**src/rtl/spi_reg_slave.sv**
```systemverilog
`default_nettype none
// ============================================================================
// Module      : spi_reg_slave
// Description : Oversampled SPI slave (all CPOL/CPHA modes) fronting a bank of
//               NUM_REGS registers; command frame then data frame per ss window.
//               Define SPI_AUTOINC_EN for burst access with address auto-increment.
// Revision    : 1.0 - initial release
// ============================================================================
module spi_reg_slave #(
    parameter int  DATA_W      = 8,
    parameter int  NUM_REGS    = 4,
    parameter int  SYNC_STAGES = 2,
    localparam int ADDR_W      = $clog2(NUM_REGS)
) (
    input  logic                       sys_clk,
    input  logic                       rst,
    input  logic                       ss,
    input  logic                       sclk,
    input  logic                       mosi,
    input  logic                       cpol,
    input  logic                       cpha,
    output logic                       miso,
    output logic [NUM_REGS*DATA_W-1:0] regs,
    output logic                       wr_strobe,
    output logic [ADDR_W-1:0]          wr_addr,
    output logic                       busy,
    output logic                       frame_err
);

    localparam int                c_cnt_w    = $clog2(DATA_W + 1);
    localparam logic [c_cnt_w-1:0] c_last    = c_cnt_w'(DATA_W - 1);
    localparam logic [ADDR_W:0]   c_num_regs = (ADDR_W + 1)'(NUM_REGS);

    typedef enum logic [1:0] {
        IDLE = 2'd0,
        CMD  = 2'd1,
        DATA = 2'd2,
        DONE = 2'd3
    } state_t;

    state_t                 r_state;
    logic [SYNC_STAGES-1:0] r_ss_sync;
    logic [SYNC_STAGES-1:0] r_sclk_sync;
    logic [SYNC_STAGES-1:0] r_mosi_sync;
    logic                   r_ss_d;
    logic                   r_sclk_d;
    logic                   r_cpol;
    logic                   r_cpha;
    logic [c_cnt_w-1:0]     r_cnt;
    logic [DATA_W-2:0]      r_rx;
    logic [DATA_W-1:0]      r_tx;
    logic                   r_is_write;
    logic [ADDR_W-1:0]      r_addr;

    logic                   w_ss_s;
    logic                   w_sclk_s;
    logic                   w_mosi_s;
    logic                   w_ss_rise;
    logic                   w_ss_fall;
    logic                   w_sclk_edge;
    logic                   w_lead;
    logic                   w_trail;
    logic                   w_sample;
    logic                   w_shift;
    logic                   w_last;
    logic [DATA_W-1:0]      w_word;
    logic [ADDR_W-1:0]      w_cmd_addr;
    logic                   w_cmd_in_range;
    logic                   w_addr_in_range;
    logic                   w_completing;

    assign w_ss_s          = r_ss_sync[SYNC_STAGES-1];
    assign w_sclk_s        = r_sclk_sync[SYNC_STAGES-1];
    assign w_mosi_s        = r_mosi_sync[SYNC_STAGES-1];
    assign w_ss_rise       = w_ss_s & ~r_ss_d;
    assign w_ss_fall       = ~w_ss_s & r_ss_d;
    // Leading edge moves sclk away from its idle level, trailing edge returns it.
    assign w_sclk_edge     = w_sclk_s ^ r_sclk_d;
    assign w_lead          = w_sclk_edge & (w_sclk_s ^ r_cpol);
    assign w_trail         = w_sclk_edge & ~(w_sclk_s ^ r_cpol);
    assign w_sample        = r_cpha ? w_trail : w_lead;
    assign w_shift         = r_cpha ? w_lead : w_trail;
    assign w_last          = (r_cnt == c_last);
    assign w_word          = {r_rx, w_mosi_s};
    assign w_cmd_addr      = w_word[ADDR_W-1:0];
    assign w_cmd_in_range  = ({1'b0, w_cmd_addr} < c_num_regs);
    assign w_addr_in_range = ({1'b0, r_addr} < c_num_regs);
    assign w_completing    = (r_state == DATA) && w_sample && w_last;

`ifdef SPI_AUTOINC_EN
    localparam logic [ADDR_W:0] c_max_addr = (ADDR_W + 1)'(NUM_REGS - 1);
    logic [ADDR_W-1:0] w_next_addr;
    assign w_next_addr = ({1'b0, r_addr} >= c_max_addr) ? '0 : r_addr + ADDR_W'(1);
`endif

    assign miso = (r_state == DATA) && !r_is_write && r_tx[DATA_W-1];
    assign busy = (r_state != IDLE);

    always_ff @(posedge sys_clk) begin
        if (rst) begin
            r_state     <= IDLE;
            r_ss_sync   <= '0;
            r_sclk_sync <= '0;
            r_mosi_sync <= '0;
            r_ss_d      <= 1'b0;
            r_sclk_d    <= 1'b0;
            r_cpol      <= 1'b0;
            r_cpha      <= 1'b0;
            r_cnt       <= '0;
            r_rx        <= '0;
            r_tx        <= '0;
            r_is_write  <= 1'b0;
            r_addr      <= '0;
            regs        <= '0;
            wr_strobe   <= 1'b0;
            wr_addr     <= '0;
            frame_err   <= 1'b0;
        end else begin
            r_ss_sync   <= {r_ss_sync[SYNC_STAGES-2:0], ss};
            r_sclk_sync <= {r_sclk_sync[SYNC_STAGES-2:0], sclk};
            r_mosi_sync <= {r_mosi_sync[SYNC_STAGES-2:0], mosi};
            r_ss_d      <= w_ss_s;
            r_sclk_d    <= w_sclk_s;
            wr_strobe   <= 1'b0;
            frame_err   <= 1'b0;

            case (r_state)
                IDLE: begin
                    if (w_ss_rise) begin
                        r_state <= CMD;
                        r_cnt   <= '0;
                        r_cpol  <= cpol;
                        r_cpha  <= cpha;
                    end
                end
                CMD: begin
                    if (w_sample) begin
                        r_rx <= w_word[DATA_W-2:0];
                        if (w_last) begin
                            r_cnt      <= '0;
                            r_state    <= DATA;
                            r_is_write <= w_word[DATA_W-1];
                            r_addr     <= w_cmd_addr;
                            r_tx       <= (!w_word[DATA_W-1] && w_cmd_in_range) ?
                                          regs[w_cmd_addr*DATA_W +: DATA_W] : '0;
                        end else begin
                            r_cnt <= r_cnt + c_cnt_w'(1);
                        end
                    end
                end
                DATA: begin
                    // The shift edge preceding a frame's first sample would drop the MSB.
                    if (w_shift && (r_cnt != '0)) begin
                        r_tx <= {r_tx[DATA_W-2:0], 1'b0};
                    end
                    if (w_sample) begin
                        r_rx <= w_word[DATA_W-2:0];
                        if (w_last) begin
                            r_cnt <= '0;
                            if (r_is_write && w_addr_in_range) begin
                                regs[r_addr*DATA_W +: DATA_W] <= w_word;
                                wr_strobe <= 1'b1;
                                wr_addr   <= r_addr;
                            end
`ifdef SPI_AUTOINC_EN
                            r_addr <= w_next_addr;
                            if (!r_is_write) begin
                                r_tx <= regs[w_next_addr*DATA_W +: DATA_W];
                            end
`else
                            r_state <= DONE;
`endif
                        end else begin
                            r_cnt <= r_cnt + c_cnt_w'(1);
                        end
                    end
                end
                DONE: begin
                end
                default: r_state <= IDLE;
            endcase

            if (w_ss_fall) begin
                r_state <= IDLE;
                r_cnt   <= '0;
                if (((r_state == CMD) || (r_state == DATA)) && (r_cnt != '0) && !w_completing) begin
                    frame_err <= 1'b1;
                end
            end
        end
    end

endmodule
`default_nettype wire

```
**config.mk**
```make
export PLATFORM = sky130hd
export DESIGN_NAME = spi_reg_slave
export DESIGN_NICKNAME = d
export VERILOG_FILES = /design/src/rtl/spi_reg_slave.sv
export SDC_FILE = /design/constraint.sdc
export NUM_CORES = 1
export LEC_CHECK = 0
export CAP_MARGIN = 20
export CELL_PAD_IN_SITES_DETAIL_PLACEMENT = 0
export CELL_PAD_IN_SITES_GLOBAL_PLACEMENT = 1
export CORE_UTILIZATION = 40
export DETAILED_ROUTE_END_ITERATION = 7
export PLACE_DENSITY = 0.81
export SLEW_MARGIN = 20
export SYNTH_ARGS = -nofsm -noshare
export SYNTH_HDL_FRONTEND = slang
export SYNTH_SLANG_ARGS = --single-unit
```
**constraint.sdc**
```tcl
create_clock -name sys_clk -period 2.5 [get_ports sys_clk]
set_input_delay 0.25 -clock sys_clk [delete_from_list [all_inputs] [get_ports sys_clk]]
set_output_delay 0.25 -clock sys_clk [all_outputs]
set_load 0.005 [all_outputs]
```
Word-level counts from Yosys, hierarchy flattened. Index checks and enable logic that the tools add are counted.

Register bits: 70. Input port bits: 7. Output and inout bits: 38.

Add/sub/neg operators: 2. Reductions and logical operators: 27. Shift operators: 3. Equality and inequality tests: 10. Muxes and demuxes: 20. Bitwise gates (word level): 13.

Operators by type and width (number): negation 5 -> 34 bit (1); variable shift 8 x 34 -> 32 bit, first input constant (1); indexed part select 8 x 34 -> 32 bit (1); bitwise mux 32 bit (1); two-way mux 8 bit (4); indexed part select 32 x 6 -> 8 bit (1); case mux 8 bit (2 select lines) (1); two-way mux 4 bit (3); two-way mux 2 bit (5); inequality test 2 bit, second input constant (5); case mux 4 bit (2 select lines) (1); AND reduction 4 bit (2); logical AND 1 bit (7); NOT 1 bit (7); case mux 2 bit (3 select lines) (1); AND reduction 3 bit (2); AND reduction 6 bit (1); nonzero test 2 bit (3); OR reduction 2 bit (3); adder 4 x 1 -> 4 bit, second input constant (1); AND 1 bit (4); == test 4 x 3 -> 1 bit, second input constant (1); two-way mux 1 bit (4); inequality test 2 x 1 -> 1 bit, second input constant (2); other kinds (10) (13).

Depth between registers and ports, before layout. Gate-level depths: netlist (run 1).

Word-level depth: 9. Gate-level depth with buffers: 8. Depth with buffers taken out: 7.

Least setup slack after synthesis (run 1). Ideal clock, no wire load.

Path kind: register -> register. From: register r_cnt[0]. To: register r_tx[0]. Required time: 2.384 ns. Path buffers: 2. Stages on the path, launching flop included: 9. Path slack: 0.736 ns. Arrival: 1.648 ns. Cells stage by stage: dfxtp_1 ha_1 and3b_1 clkbuf_1 nand2_1 o22ai_4 buf_6 a21oi_1 a41o_1.

Longest elaborated chain between the ends: 4.

Ends and longest elaborated chain: from (decl) (line 49) `logic [c_cnt_w-1:0] r_cnt;`; from (signal assigned) (line 147) `r_cnt <= r_cnt + c_cnt_w'(1);`; from (signal assigned) (line 174) `r_cnt <= r_cnt + c_cnt_w'(1);`; nonzero test 4 bit (line 153) `if (w_shift && (r_cnt != '0)) begin`; logical AND 1 bit (line 153); inequality test 2 x 1 -> 1 bit (no line); AND reduction 4 bit (no line) (*); to (signal assigned) (line 144) `r_tx <= (!w_word[DATA_W-1] && w_cmd_in_range) ?`; to (signal assigned) (line 154) `r_tx <= {r_tx[DATA_W-2:0], 1'b0};`; to (decl) (line 51) `logic [DATA_W-1:0] r_tx;`.

Every way passes the cells marked *; elsewhere a longest branch is shown, timed or not. A chain may end at the register's enable or synchronous reset.

Final worst setup path (run 1).
From: register r_state[0]. To: output port miso.

Longest elaborated chain between the ends: 3.

Ends and longest elaborated chain: from (decl) (line 41) `state_t r_state;`; from (signal assigned) (line 101) `r_state <= IDLE;`; from (signal assigned) (line 130) `r_state <= CMD;`; from (signal assigned) (line 141) `r_state <= DATA;`; == test 2 bit (line 96) `assign miso = (r_state == DATA) && !r_is_write && r_tx[DATA_W-1];`; logical AND 1 bit (2 in series) (line 96); to (decl) (line 22) `output logic miso,`.

Every way passes these cells.

==> metrics.md, run 1 <==
| Metric | Value |
|---|---|
| Hold WS | `0.296 ns` |
| Final WS setup | `0.216 ns` |
| Hold Crit Depth | `2` |
| Avg Inst Size Synth | `8.90 sq um` |
| Max_slew headroom | `0.600` |
| Buf/Inv on CP | `3` |
| Skew-Pair Late Insertion Delay | `0.36 ns` |
| Antenna viol nets, final | `0` |
| Die Ht | `91.3 um` |
| Clock sink count | `70` |
| Worst Skew | `0.0103 ns` |
| Cells after Synth | `358` |
| DIE AREA | `8330 sq um` |
| Endpoint of the worst register-to-register path | `regs[12]` |
| Post-CTS Setup Bufs | `0` |
| Fin crit share | `0.914` |
| GRT overflow | `0` |
| Die W | `91.3 um` |
| Number of global-route vias before repair | `2603` |
| Post-route insts no fill | `509` |
| Vias per std cell | `5.41` |
| Fin. Hold Viols | `0` |
| Root Driver | `clkbuf_8` |
| Critical path fanouts, max | `11` |
| First-pass GRT wire length | `13700 um` |
| PwrDens | `664 nW/um^2` |
| DR vias | `2756` |
| Critical path's slowest cell | `clkdlybuf4s50_1` |
| DP Cell Count | `493` |
| Hold WC Path Type | `in2reg` |
| #FFs+latches synth | `70` |
| Cts hold-fix bufs | `0` |
| Clock period minus worst slack | `2.28 ns` |
| Gr usage total | `0.213` |
| Worst Reg-to-Reg Cells | `6` |
| Top cells by area, synth | `dfxtp_1 (44%), a21oi_1 (8.5%), nand3_1 (6.3%), nand2_1 (6.1%), mux4_2 (5.7%)` |
| CP peak stage delay | `0.50 ns` |
| Initial cell density of the core | `0.412` |
| Post-synth top area share | `0.440` |
| Crit path DAT | `2.03 ns` |
| Router iterations before antenna repair | `5` |
| Final GP Congestion | `0.818` |
| Cell family with most CP delay | `buffers and inverters` |
| Largest area contributor in the netlist | `dfxtp_1` |
| CTS clk-pin slew, worst paths | `0.07 ns` |
| Max Buffers Root-to-Sink | `2` |
| Worst setup EP type | `primary output` |
| Num CTS Buffers | `9` |
| Reg2reg setup slack | `0.47 ns` |
| VDD IR max | `0.000257 V` |
| Drt wl/cell | `16.4 um` |
| Async S/R FF share, synth | `0` |
| Antenna Cells | `0` |
| Largest net degree at the start of global routing | `27` |
| DRC | `0` |
| HP Start | `rst` |
| Worst slack, placed | `0.511 ns` |
| Synth cell types | `41` |
| Nets | `421` |
| Placed Instance Area | `3740 sq um` |
| Setup_tns | `0 ns` |
| Core ar. | `7730 sq um` |
| Antenna violations before repair | `0` |
| Max Slew Vio Count | `0` |
| Row count | `32` |
| Predominant post-synthesis flop cell | `dfxtp_1` |
| Post-Syn Nets | `377` |
| Max-Cap Viols | `0` |
| Setup CP Type | `reg2out` |
| Final setup viols | `0` |
| Total Power | `2.63 mW` |
| Post-CTS Resized | `0` |
| Post-DP HPWL | `5840 um` |
| Final Core Density | `0.512` |
| Io pins | `45` |
| I/O Buffers | `44` |
| Share of cells above drive strength 1 | `0.113` |
| Synth warn | `0` |
| Area grow syn2layout | `24.2%` |
| R2R Path Start | `r_state[0]` |
| CP startpoint kind | `register` |
| CP cell instances | `inv_1 > ha_1 > buf_4 > nand2_1 > nor2_1 > clkdlybuf4s50_1` |
| Post-synth EDFFs | `0` |
| Status | `completed` |
| Final instance area | `3960 sq um` |
| Leakage | `1.32 nW` |
| Mapped Area | `3190 sq um` |
| Required time of the critical path | `2.25 ns` |
| Fmax | `438 MHz` |
| Hold Path End | `r_ss_d` |
| Register area share after synthesis | `0.440` |
| CTS tree | `done` |
| Detailed Route WL | `8360 um` |
| RSZ-0062 raised after global routing | `no` |
| H-tree level count | `3` |
| Worst-Margin Slew | `0.588 ns` |
| Iteration-0 DRC Markers | `209` |
-- cell type report --
type                       instances  area [sq um]
clock buffer                       9           124
clock inverter                     7          97.6
fill                             733          3770
inverter                          10          37.5
multi-input combinational        255          1640
sequential                        70          1400
tap                              102           128
timing repair buffer              56           526
-- Yosys cell counts, types with 6 or more instances --
cell	instances
buf_2	8
dfxtp_1	70
nand4_1	6
a22oi_1	7
a21oi_1	54
mux2i_1	7
nor2b_1	10
mux4_2	8
inv_1	10
nand3_1	40
a311oi_1	7
nand2_1	52
clkbuf_1	13
ha_1	12
nor2_1	12
-- registers in the layout, summed over array words and instances, names as in the netlist, 2 cells and up --
signal       cells
r_cnt            4
wr_addr          2
r_rx             7
r_tx             8
r_ss_sync        2
r_addr           2
regs            32
r_state          2
r_mosi_sync      2
r_sclk_sync      2
-- how the worst max path moves through the flow --
stage | from | endpoint | slack [ns] | cells after the start
floorplan | r_cnt[0] | r_tx[0] | 0.74 | 8
global placement | r_cpol | regs[9] | 0.61 | 5
detailed placement | r_state[0] | r_cnt[2] | 0.51 | 7
CTS | r_state[0] | miso | 0.19 | 6
global route | r_state[0] | miso | 0.08 | 6
finish | r_state[0] | miso | 0.22 | 6
-- power breakdown --
| group | switching (mW) | internal, mW |
|---|---|---|
| Sequential | 0.0331 | 1.15 |
| Clock | 0.457 | 0.564 |
| Combinational | 0.255 | 0.167 |
-- worst register-to-register path: cells and delay by family, from the launching register on --
kind	cells	cell delay, ns
DFF	1	0.36
adders and majority gates	1	0.37
and+or+nand+nor	3	1.01
buffers and inverters	1	0.10
AOI/OAI and AO/OA	1	0.08
-- cell usage in the layout (no fill, tap or decap), drive strengths merged, types with 4 or more instances in the layout --
cell type and instances:
nand2 52, clkbuf 9, nor2 12, o21ai 4
nor3b 4, nand3 40, dfxtp 70, nor2b 10
nand4 6, ha 12, a21oi 54, mux2i 8
mux4 8, inv 11, and4 4, buf 13
nor3 4, a311oi 7, nand2b 4, a22oi 7
clkdlybuf4s50 43
-- cells by family (layout without fill, tap and decap cells) --
logic type / count (synthesis) / count (layout) / synth area share
AO/OA/AOI/OAI: 80 / 80 / 0.152
flip-flops: 70 / 70 / 0.440
AND/OR/NAND/NOR: 144 / 144 / 0.222
adder cells (fa/ha/maj): 12 / 12 / 0.0471
buffers and inverters: 33 / 82 / 0.0444
XOR/XNOR: 1 / 1 / 0.00511
multiplexers: 18 / 18 / 0.0899
-- layer usage --
| metal | track usage | vias to the layer above | routed length (um) |
|---|---|---|---|
| met5 | 0 | - | 0 |
| met4 | 0.0833 | 0 | 118 |
| met3 | 0.0436 | 10 | 524 |
| met2 | 0.323 | 99 | 3760 |
| met1 | 0.297 | 1283 | 3950 |
| li1 | - | 1364 | - |
Power figures use the tool's default switching activity.
==> inputs of run 2 (changes only) <==
CORE_MARGIN = 2   (was default)
TNS_END_PERCENT = 30   (was default)
==> run 2 against run 1 <==
Effect of this change: critical path depth did not move; first-iteration DRC count fell by 16%; routed wire length fell by 1.1%; maximum frequency up 5.6%; clock power down 17%; clock-buffer cell count rose by 2; via count is 0.51% lower; register-to-register slack gained 0.06 ns; clock skew is 0.0033 ns higher; critical path type unchanged.
==> metrics.md, run 2 (same netlist as run 1, synthesis figures left out) <==
| Metric | Value |
|---|---|
| DR vias | `2742 (-0.51%)` |
| Number of global-route vias before repair | `2610 (+0.27%)` |
| Top flop regs | `regs: 32 flops, r_tx: 8 flops, r_rx: 7 flops` |
| CTS clk-pin slew, worst paths | `0.07 ns (about the same)` |
| H-tree level count | `3 (unchanged)` |
| R2R Path Start | `r_cnt[0]` |
| Final setup viols | `0 (unchanged)` |
| Root Driver | `clkbuf_8` |
| Max_slew headroom | `0.529 (-0.0711)` |
| Setup CP Type | `reg2out` |
| Gr usage total | `0.199 (-0.0147)` |
| Antenna viol nets, final | `0 (unchanged)` |
| Area grow syn2layout | `22.1%` |
| VDD IR max | `0.000374 V (+45%)` |
| Final GP Congestion | `0.801 (-2.0%)` |
| Fmax | `462 MHz (+5.6%)` |
| Row count | `32 (unchanged)` |
| Vias per std cell | `5.43 (+0.28%)` |
| Reg2reg setup slack | `0.53 ns (+0.06 ns)` |
| Buf/Inv on CP | `3 (unchanged)` |
| Post-DP HPWL | `5690 um (-2.5%)` |
| HP Start | `rst` |
| GRT overflow | `0 (unchanged)` |
| Required time of the critical path | `2.25 ns (about the same)` |
| PwrDens | `628 nW/um^2 (-5.5%)` |
| Antenna violations before repair | `0 (unchanged)` |
| Most common cell after layout, fill and taps aside | `dfxtp_1` |
| Initial cell density of the core | `0.412 (unchanged)` |
| Hold Crit Depth | `2 (unchanged)` |
| Die Ht | `93.3 um (+2.2%)` |
| CP startpoint kind | `register` |
| Max FFs per register | `32 (unchanged)` |
| Antenna Cells | `0 (unchanged)` |
| I/O Buffers | `44 (unchanged)` |
| Fin. Hold Viols | `0 (unchanged)` |
| CP cell instances | `inv_1 > ha_1 > buf_4 > nand2_1 > nor2_1 > clkdlybuf4s50_1` |
| Max-Cap Viols | `0 (unchanged)` |
| Cts hold-fix bufs | `0 (unchanged)` |
| Worst Skew | `0.0136 ns (+0.00332 ns)` |
| Post-CTS Setup Bufs | `0 (unchanged)` |
| Nets | `417 (-0.95%)` |
| Largest net degree at the start of global routing | `55 (+100%)` |
| DRC | `0 (unchanged)` |
| RSZ-0062 raised after global routing | `no` |
| Fin crit share | `0.865 (-0.0487)` |
| DP Cell Count | `489 (-0.81%)` |
| Worst-Margin Slew | `0.706 ns (+0.117 ns)` |
| Share of cells above drive strength 1 | `0.104 (-0.00880)` |
| Fill count | `753 (+2.7%)` |
| Register area | `1400 sq um (unchanged)` |
| Hold Path End | `r_ss_d` |
| Cell family with most CP delay | `buffers and inverters` |
| Critical path fanouts, max | `12 (+1)` |
| Final Core Density | `0.504 (-0.00858)` |
| Commonest cells after routing, fill and taps aside | `dfxtp_1 (70), a21oi_1 (54), nand2_1 (52), clkdlybuf4s50_1 (43), nand3_1 (40)` |
| Setup_tns | `0 ns (unchanged)` |
| Router iterations before antenna repair | `4 (-1)` |
| Hold WC Path Type | `in2reg` |
| Crit path DAT | `1.91 ns (-0.12 ns)` |
| Io pins | `45 (unchanged)` |
| Multi-input logic area | `1640 sq um (unchanged)` |
| Worst slack, placed | `0.550 ns (+0.0395 ns)` |
| Hold WS | `0.224 ns (-0.0720 ns)` |
| CTS tree | `done` |
| CP peak stage delay | `0.50 ns (about the same)` |
| Drt wl/cell | `16.4 um (-0.27%)` |
| Num CTS Buffers | `9 (unchanged)` |
| Detailed Route WL | `8270 um (-1.1%)` |
| Endpoint of the worst register-to-register path | `r_tx[1]` |
| Worst Reg-to-Reg Cells | `6 (unchanged)` |
| First-pass GRT wire length | `13300 um (-2.5%)` |
| Clock sink count | `70 (unchanged)` |
| Post-CTS Resized | `0 (unchanged)` |
| Reg with most FFs | `regs` |
| Status | `completed` |
| Worst setup EP type | `primary output` |
| Iteration-0 DRC Markers | `175 (-16%)` |
| Core ar. | `7730 sq um (unchanged)` |
| Post-route insts no fill | `505 (-0.79%)` |
| Max Slew Vio Count | `0 (unchanged)` |
| Max Buffers Root-to-Sink | `2 (unchanged)` |
| Die W | `93.3 um (+2.2%)` |
| Skew-Pair Late Insertion Delay | `0.35 ns (about the same)` |
| Clock period minus worst slack | `2.16 ns (-0.122 ns)` |
| Critical path's slowest cell | `clkdlybuf4s50_1` |
| DIE AREA | `8700 sq um (+4.4%)` |
| Leakage | `1.28 nW (-2.7%)` |
| Final WS setup | `0.337 ns (+0.122 ns)` |
==> run 2: cell types whose count changed in the layout (fill, tap and decap cells not counted), sizes merged <==
cell	delta
clkinv	+1
bufinv	-2
buf	-4
inv	-1
clkbuf	+2
==> run 2: where the power goes <==
| part | switching [mW] | internal (mW) |
|---|---|---|
| Clock | 0.433 | 0.412 |
| Combinational | 0.255 | 0.162 |
| Sequential | 0.0297 | 1.15 |
==> run 2: area by class of cell <==
type                            count  area share
Clock buffer                       11      0.0389
Clock inverter                      5     0.00868
Inverter                           10     0.00965
Multi-Input combinational cell    255       0.423
Sequential cell                    70       0.360
Tap cell                          102      0.0328
Timing Repair Buffer               52       0.127
==> run 2: worst max-delay path by stage <==
stage	from	endpoint	slack [ns]	depth (start not counted)
final	r_state[0]	miso	0.34	6
after global routing	r_state[0]	miso	0.18	6
after CTS	r_state[0]	miso	0.31	6
after detailed placement	r_cnt[0]	r_tx[1]	0.55	6
after global placement	r_cpha	regs[19]	0.59	5
after floorplan	r_cnt[0]	r_tx[0]	0.74	8
==> run 2: per-stage QoR <==
step / power, mW / area [sq um]
floorplan: 1.52 / 3190
global placement: 1.62 / 3710
detailed placement: 1.62 / 3710
CTS: 2.46 / 3890
global route: 2.55 / 3890
finish: 2.44 / 3890
==> run 2: per-layer routing <==
layer / up-vias / track usage / wire length (um)
met5: - / 0 / 0
met4: 0 / 0.0821 / 196
met3: 19 / 0.0387 / 422
met2: 72 / 0.308 / 3830
met1: 1288 / 0.272 / 3820
li1: 1363 / - / -
